[config.mk]
export PLATFORM = sky130hd
export DESIGN_NAME = mc_ctrl
export DESIGN_NICKNAME = d
export VERILOG_FILES = /design/src/rtl/mc_ctrl.sv
export SDC_FILE = /design/constraint.sdc
export NUM_CORES = 1
export LEC_CHECK = 0
export ABC_CLOCK_PERIOD_IN_PS = 5900
export CAP_MARGIN = 10
export CORE_MARGIN = 2
export CORE_UTILIZATION = 48
export DETAILED_ROUTE_END_ITERATION = 6
export MAX_ROUTING_LAYER = met4
export PLACE_DENSITY = 0.81
export REMOVE_ABC_BUFFERS = 1
export SLEW_MARGIN = 30
export SYNTH_ARGS = -nofsm -noshare
export SYNTH_HDL_FRONTEND = slang
export SYNTH_SLANG_ARGS = --single-unit
[constraint.sdc]
create_clock -name CLK -period 5.9 [get_ports CLK]
set_clock_uncertainty 0.2 [all_clocks]
set_input_delay 1.18 -clock CLK [delete_from_list [all_inputs] [get_ports CLK]]
set_output_delay 1.18 -clock CLK [all_outputs]
set_load 0.1 [all_outputs]
[src/rtl/mc_ctrl.sv]
// Multi-cycle MIPS control unit: IF/ID/EXE/MEM/WB sequencing with memory handshakes.
// Optional hung-memory watchdog is compiled in with `define MC_CTRL_TIMEOUT_EN.
module mc_ctrl #(
    parameter int          TIMEOUT = 16,
    parameter logic [5:0]  HALT_OP = 6'b111111
) (
    input  logic       CLK,
    input  logic       Reset,
    input  logic [5:0] fetch_op,
    input  logic       if_ack,
    input  logic       mem_ack,
    input  logic       Zero,
    output logic       PCWre,
    output logic       IRWre,
    output logic       InsMemRW,
    output logic       RegWre,
    output logic       mRD,
    output logic       mWR,
    output logic       ALUSrcA,
    output logic       ALUSrcB,
    output logic       DBDataSrc,
    output logic       RegDst,
    output logic       ExtSel,
    output logic [1:0] PCSrc,
    output logic [2:0] ALUOp,
    output logic [2:0] state,
    output logic       halted,
    output logic       illegal,
    output logic       timeout
);

    localparam logic [2:0] S_IF = 3'b000, S_ID = 3'b001, S_EXE = 3'b010,
                           S_MEM = 3'b011, S_WB = 3'b100, S_HALT = 3'b101;

    localparam logic [5:0] OP_ADD = 6'b000000, OP_SUB = 6'b000001, OP_ADDIU = 6'b000010,
                           OP_ANDI = 6'b010000, OP_AND = 6'b010001, OP_ORI = 6'b010010,
                           OP_OR = 6'b010011, OP_SLL = 6'b011000, OP_SLTI = 6'b011100,
                           OP_SW = 6'b100110, OP_LW = 6'b100111, OP_BEQ = 6'b110000,
                           OP_BNE = 6'b110001, OP_J = 6'b111000;

    logic [2:0] state_q, state_d;
    logic [5:0] op_q, op_d;
    logic       illegal_q, illegal_d;
    logic       timeout_q, timeout_d;

    logic       legal, rtype, use_imm, ext_zero, is_lw, is_sw, is_br, is_j, taken;
    logic [2:0] alu_op;

`ifdef MC_CTRL_TIMEOUT_EN
    localparam logic [7:0] WAIT_LAST = 8'(TIMEOUT - 1);
    logic [7:0] wait_q, wait_d;
`else
    // TIMEOUT only matters when the watchdog is compiled in.
    logic [7:0] unused_timeout;
    assign unused_timeout = 8'(TIMEOUT);
`endif

    always_ff @(posedge CLK or negedge Reset) begin
        if (!Reset) begin
            state_q   <= S_IF;
            op_q      <= '0;
            illegal_q <= 1'b0;
            timeout_q <= 1'b0;
`ifdef MC_CTRL_TIMEOUT_EN
            wait_q    <= '0;
`endif
        end else begin
            state_q   <= state_d;
            op_q      <= op_d;
            illegal_q <= illegal_d;
            timeout_q <= timeout_d;
`ifdef MC_CTRL_TIMEOUT_EN
            wait_q    <= wait_d;
`endif
        end
    end

    always_comb begin
        legal    = 1'b1;
        rtype    = 1'b0;
        use_imm  = 1'b0;
        ext_zero = 1'b0;
        alu_op   = 3'b000;
        case (op_q)
            OP_ADD:   rtype = 1'b1;
            OP_SUB:   begin rtype = 1'b1; alu_op = 3'b001; end
            OP_ADDIU: use_imm = 1'b1;
            OP_ANDI:  begin use_imm = 1'b1; ext_zero = 1'b1; alu_op = 3'b100; end
            OP_AND:   begin rtype = 1'b1; alu_op = 3'b100; end
            OP_ORI:   begin use_imm = 1'b1; ext_zero = 1'b1; alu_op = 3'b011; end
            OP_OR:    begin rtype = 1'b1; alu_op = 3'b011; end
            OP_SLL:   begin rtype = 1'b1; alu_op = 3'b010; end
            OP_SLTI:  begin use_imm = 1'b1; alu_op = 3'b110; end
            OP_SW, OP_LW: use_imm = 1'b1;
            OP_BEQ, OP_BNE: alu_op = 3'b001;
            OP_J: ;
            default:  legal = 1'b0;
        endcase
        is_lw = (op_q == OP_LW);
        is_sw = (op_q == OP_SW);
        is_br = (op_q == OP_BEQ) || (op_q == OP_BNE);
        is_j  = (op_q == OP_J);
        taken = (op_q == OP_BEQ) ? Zero : !Zero;
    end

    always_comb begin
        state_d   = state_q;
        op_d      = op_q;
        illegal_d = illegal_q;
        timeout_d = timeout_q;
        case (state_q)
            S_IF: if (if_ack) begin
                state_d = S_ID;
                op_d    = fetch_op;
            end
            S_ID: begin
                if (is_j)                   state_d = S_IF;
                else if (op_q == HALT_OP)   state_d = S_HALT;
                else if (!legal) begin
                    illegal_d = 1'b1;
                    state_d   = S_HALT;
                end else                    state_d = S_EXE;
            end
            S_EXE:  state_d = is_br ? S_IF : ((is_lw || is_sw) ? S_MEM : S_WB);
            S_MEM:  if (mem_ack) state_d = is_sw ? S_IF : S_WB;
            S_WB:   state_d = S_IF;
            S_HALT: state_d = S_HALT;
            default: state_d = S_IF;
        endcase
`ifdef MC_CTRL_TIMEOUT_EN
        // A same-cycle ack wins: the abort only fires on a waiting cycle.
        wait_d = wait_q;
        if ((state_q == S_IF && !if_ack) || (state_q == S_MEM && !mem_ack)) begin
            wait_d = wait_q + 8'd1;
            if (wait_q == WAIT_LAST) begin
                state_d   = S_HALT;
                timeout_d = 1'b1;
            end
        end
        if (state_d != state_q) wait_d = '0;
`endif
    end

    always_comb begin
        PCWre = 1'b0; IRWre = 1'b0; InsMemRW = 1'b0; RegWre = 1'b0;
        mRD = 1'b0; mWR = 1'b0; ALUSrcA = 1'b0; ALUSrcB = 1'b0;
        DBDataSrc = 1'b0; RegDst = 1'b0; ExtSel = 1'b0;
        PCSrc = 2'b00; ALUOp = 3'b000; halted = 1'b0;
        // Strobes are forced low for the whole reset window, including IF's fetch request.
        if (Reset) begin
            if (state_q == S_EXE || state_q == S_MEM || state_q == S_WB) begin
                ALUOp   = alu_op;
                ALUSrcA = (op_q == OP_SLL);
                ALUSrcB = use_imm;
                ExtSel  = !ext_zero;
            end
            case (state_q)
                S_IF: begin
                    InsMemRW = 1'b1;
                    IRWre    = if_ack;
                end
                S_ID: if (is_j) begin
                    PCWre = 1'b1;
                    PCSrc = 2'b10;
                end
                S_EXE: if (is_br) begin
                    PCWre = 1'b1;
                    PCSrc = taken ? 2'b01 : 2'b00;
                end
                S_MEM: begin
                    mRD   = is_lw;
                    mWR   = is_sw;
                    PCWre = is_sw && mem_ack;
                end
                S_WB: begin
                    RegWre    = 1'b1;
                    PCWre     = 1'b1;
                    DBDataSrc = is_lw;
                    RegDst    = rtype;
                end
                S_HALT: halted = 1'b1;
                default: ;
            endcase
        end
    end

    assign state   = state_q;
    assign illegal = illegal_q;
    assign timeout = timeout_q;

endmodule

==> flow_metrics.env <==
export IMPL_max_cap_violations=0
export IMPL_wl_per_cell_um=13.6
export IMPL_post_cts_setup_buffers=0
export IMPL_synth_seq_cells=10
export IMPL_ys_warn_count=0
export IMPL_final_common_cell="buf_4"
export IMPL_firstDrtPassIters=4
export IMPL_crit_arrival_ps=2870
export IMPL_synthesis_area_um2=978
export IMPL_synth_area_per_cell_um2=7.83
export IMPL_final_cell_mix="18 x buf_4, 14 x clkdlybuf4s50_1, 12 x nor2_1, 10 x nand2_1, 10 x dfrtp_1"
export IMPL_n_antenna_cell=0
export IMPL_crit_family="buffers and inverters"
export IMPL_hpwl_mm=1.74
export IMPL_finalCritPeriodShare=0.721
export IMPL_cts_resized=0
export IMPL_drive_above_1_share=0.257
export IMPL_synthAdderAreaFrac=0
export IMPL_worst_path_max_delay_cell="or4_4"
export IMPL_postRouteAntennaNets=0
export IMPL_critPathBufInv=3
export IMPL_cts_num_sinks=10
export IMPL_cp_cell_sequence="clkdlybuf4s50_1, buf_4, o21ai_2, or4_4, o21ai_2, buf_4"
export IMPL_dieWidth_um=49.2
export IMPL_max_freq_ghz=0.235
export IMPL_cts_root_buf="clkbuf_4"
export IMPL_path_class="in -> out"
export IMPL_ir_worst_vdd_mv=0.108
export IMPL_hp_class="reg -> reg"
export IMPL_drc=0
export IMPL_setup_violations=0
export IMPL_holdWs_ps=288
export IMPL_synthMuxAreaShare=0.0691
export IMPL_relSlewSlack=0.354
export IMPL_grt_setup_unrepaired="false"
export IMPL_port_buffers=31
export IMPL_power_per_cell_area_nw_per_um2=103
export IMPL_synth_xor_area_share=0.00895
export IMPL_cts_buffer_depth=2
export IMPL_cts_made_buffers=3
export IMPL_crit_fanout=18
export IMPL_clkSlewWorstSetupHoldPaths_ps=60
export IMPL_coreArea_um2=1940
export IMPL_final_min_clock_period_ps=4250
export IMPL_ios=33
export IMPL_synth_enable_flop_cells=0
export IMPL_wl_mm=2.39
export IMPL_tns_ps=0
export IMPL_cp_data_required_time_ps=4520
export IMPL_drv_slew=0
export IMPL_nNetsFinal=161
export IMPL_synth_top_flop_cell="dfrtp_1"
export IMPL_synth_top_family_by_area="simple AND/OR/NAND/NOR gates"
export IMPL_synth_seq_area_share=0.256
export IMPL_yosys_area_share_simple=0.350
export IMPL_synthDistinctLibCells=45
export IMPL_track_usage=0.213
export IMPL_fillerInstances=192
export IMPL_cp_end_kind="primary output"
export IMPL_synth_compound_area_frac=0.216
export IMPL_critPathMaxStageDelay_ps=530
export IMPL_finalHoldViolCount=0
export IMPL_dieHeight_um=49.2
export IMPL_start_util=0.504
export IMPL_area_growth_pct=27.0
export IMPL_clk_latency_ps=250
export IMPL_drt_iter0_drc=20
export IMPL_vias=1007
export IMPL_viasPerCell=5.75
export IMPL_gp_congestion=0.871
export IMPL_tightest_slew_ps=966
export IMPL_grt_pass1_wl_mm=4.02
export IMPL_grt_overflow=0
export IMPL_rows=16
export IMPL_critical_path_startpoint_type="input pin"
export IMPL_syn_inst=125
export IMPL_status="finished, final reports clean"
export IMPL_cts_htree_levels=1
export IMPL_grt_antenna_before_repair=0
export IMPL_async_reset_ff_frac=1.00
export IMPL_grt_max_degree=22
export IMPL_ctsHoldBuffers=0
export IMPL_grt_pass1_vias=889
export IMPL_tritoncts="done"
export IMPL_leakage_nw=0.540
export IMPL_die_area_um2=2420
-- cells in the mapped netlist (all sizes together), types with 3 or more instances --
library cell | number | area (µm²)
nor2 | 12 | 45.0
buf | 10 | 60.1
dfrtp | 10 | 250
nand2 | 10 | 37.5
o21ai | 10 | 57.6
nor3 | 8 | 40.0
inv | 7 | 26.3
mux2 | 6 | 67.6
nand2b | 5 | 31.3
a21oi | 4 | 20.0
nand3 | 4 | 20.0
nor4 | 3 | 18.8
o31ai | 3 | 22.5
or3 | 3 | 18.8
-- sequential cells by signal (all words and copies together) (netlist names) --
name / flops
op_q: 6
illegal: 1
state: 3
-- kinds of logic after synthesis --
kind of cell | after synthesis
simple gates | 59
xor+xnor | 1
compound gates | 29
other cells | 1
mux | 6
buf+inv | 19
flops | 10
-- tightest hold or removal path, delay by kind of cell, from the launching register on --
family / cells / cell delay [ps]
buffers and inverters: 1 / 40
AO/OA/AOI/OAI: 1 / 60
flip-flops: 1 / 350
-- layer usage --
metal | wire length (µm) | track usage
met3 | 119 | 0.0245
met2 | 1220 | 0.349
met5 | 0 | -
met1 | 1040 | 0.279
met4 | 6 | 0.0524
-- worst paths after layout --
check	from	to	slack, ps	depth (start not counted)
max in group asynchronous	Reset	op_q[2]	4280	2
worst min-delay path	illegal	illegal	290	2
worst min register to register	illegal	illegal	290	2
worst max register to register	op_q[3]	state[1]	3890	3
min in group asynchronous	Reset	op_q[0]	1040	2
worst max-delay path	Reset	ALUSrcB	1650	6
-- power breakdown --
group / internal [mW] / switching [mW]
registers: 0.0686 / 0
clock network: 0.0233 / 0.0190
logic: 0.00736 / 0.00953
total: 0.0993 / 0.0286
-- area by class of cell --
cell class / count / area (µm²) / area share
clock buffer: 3 / 22.5 / 0.0181
timing repair buffer: 32 / 275 / 0.222
multi-input combinational: 96 / 634 / 0.511
sequential: 10 / 250 / 0.201
tap: 27 / 33.8 / 0.0272
inverter: 7 / 26.3 / 0.0211
-- per-stage QoR --
step,setup slack (ps),power [mW],std cells,util,area (µm²)
final,1650,0.128,175,0.640,1240
after global routing,1530,0.136,175,0.640,1240
after CTS,1640,0.130,175,0.640,1240
after detailed placement,1640,0.0867,172,0.628,1220
after global placement,1670,0.0863,172,0.628,1220
after floorplan,104,0.0764,113,-,911
No activity file was read; power rests on OpenSTA's default activity.
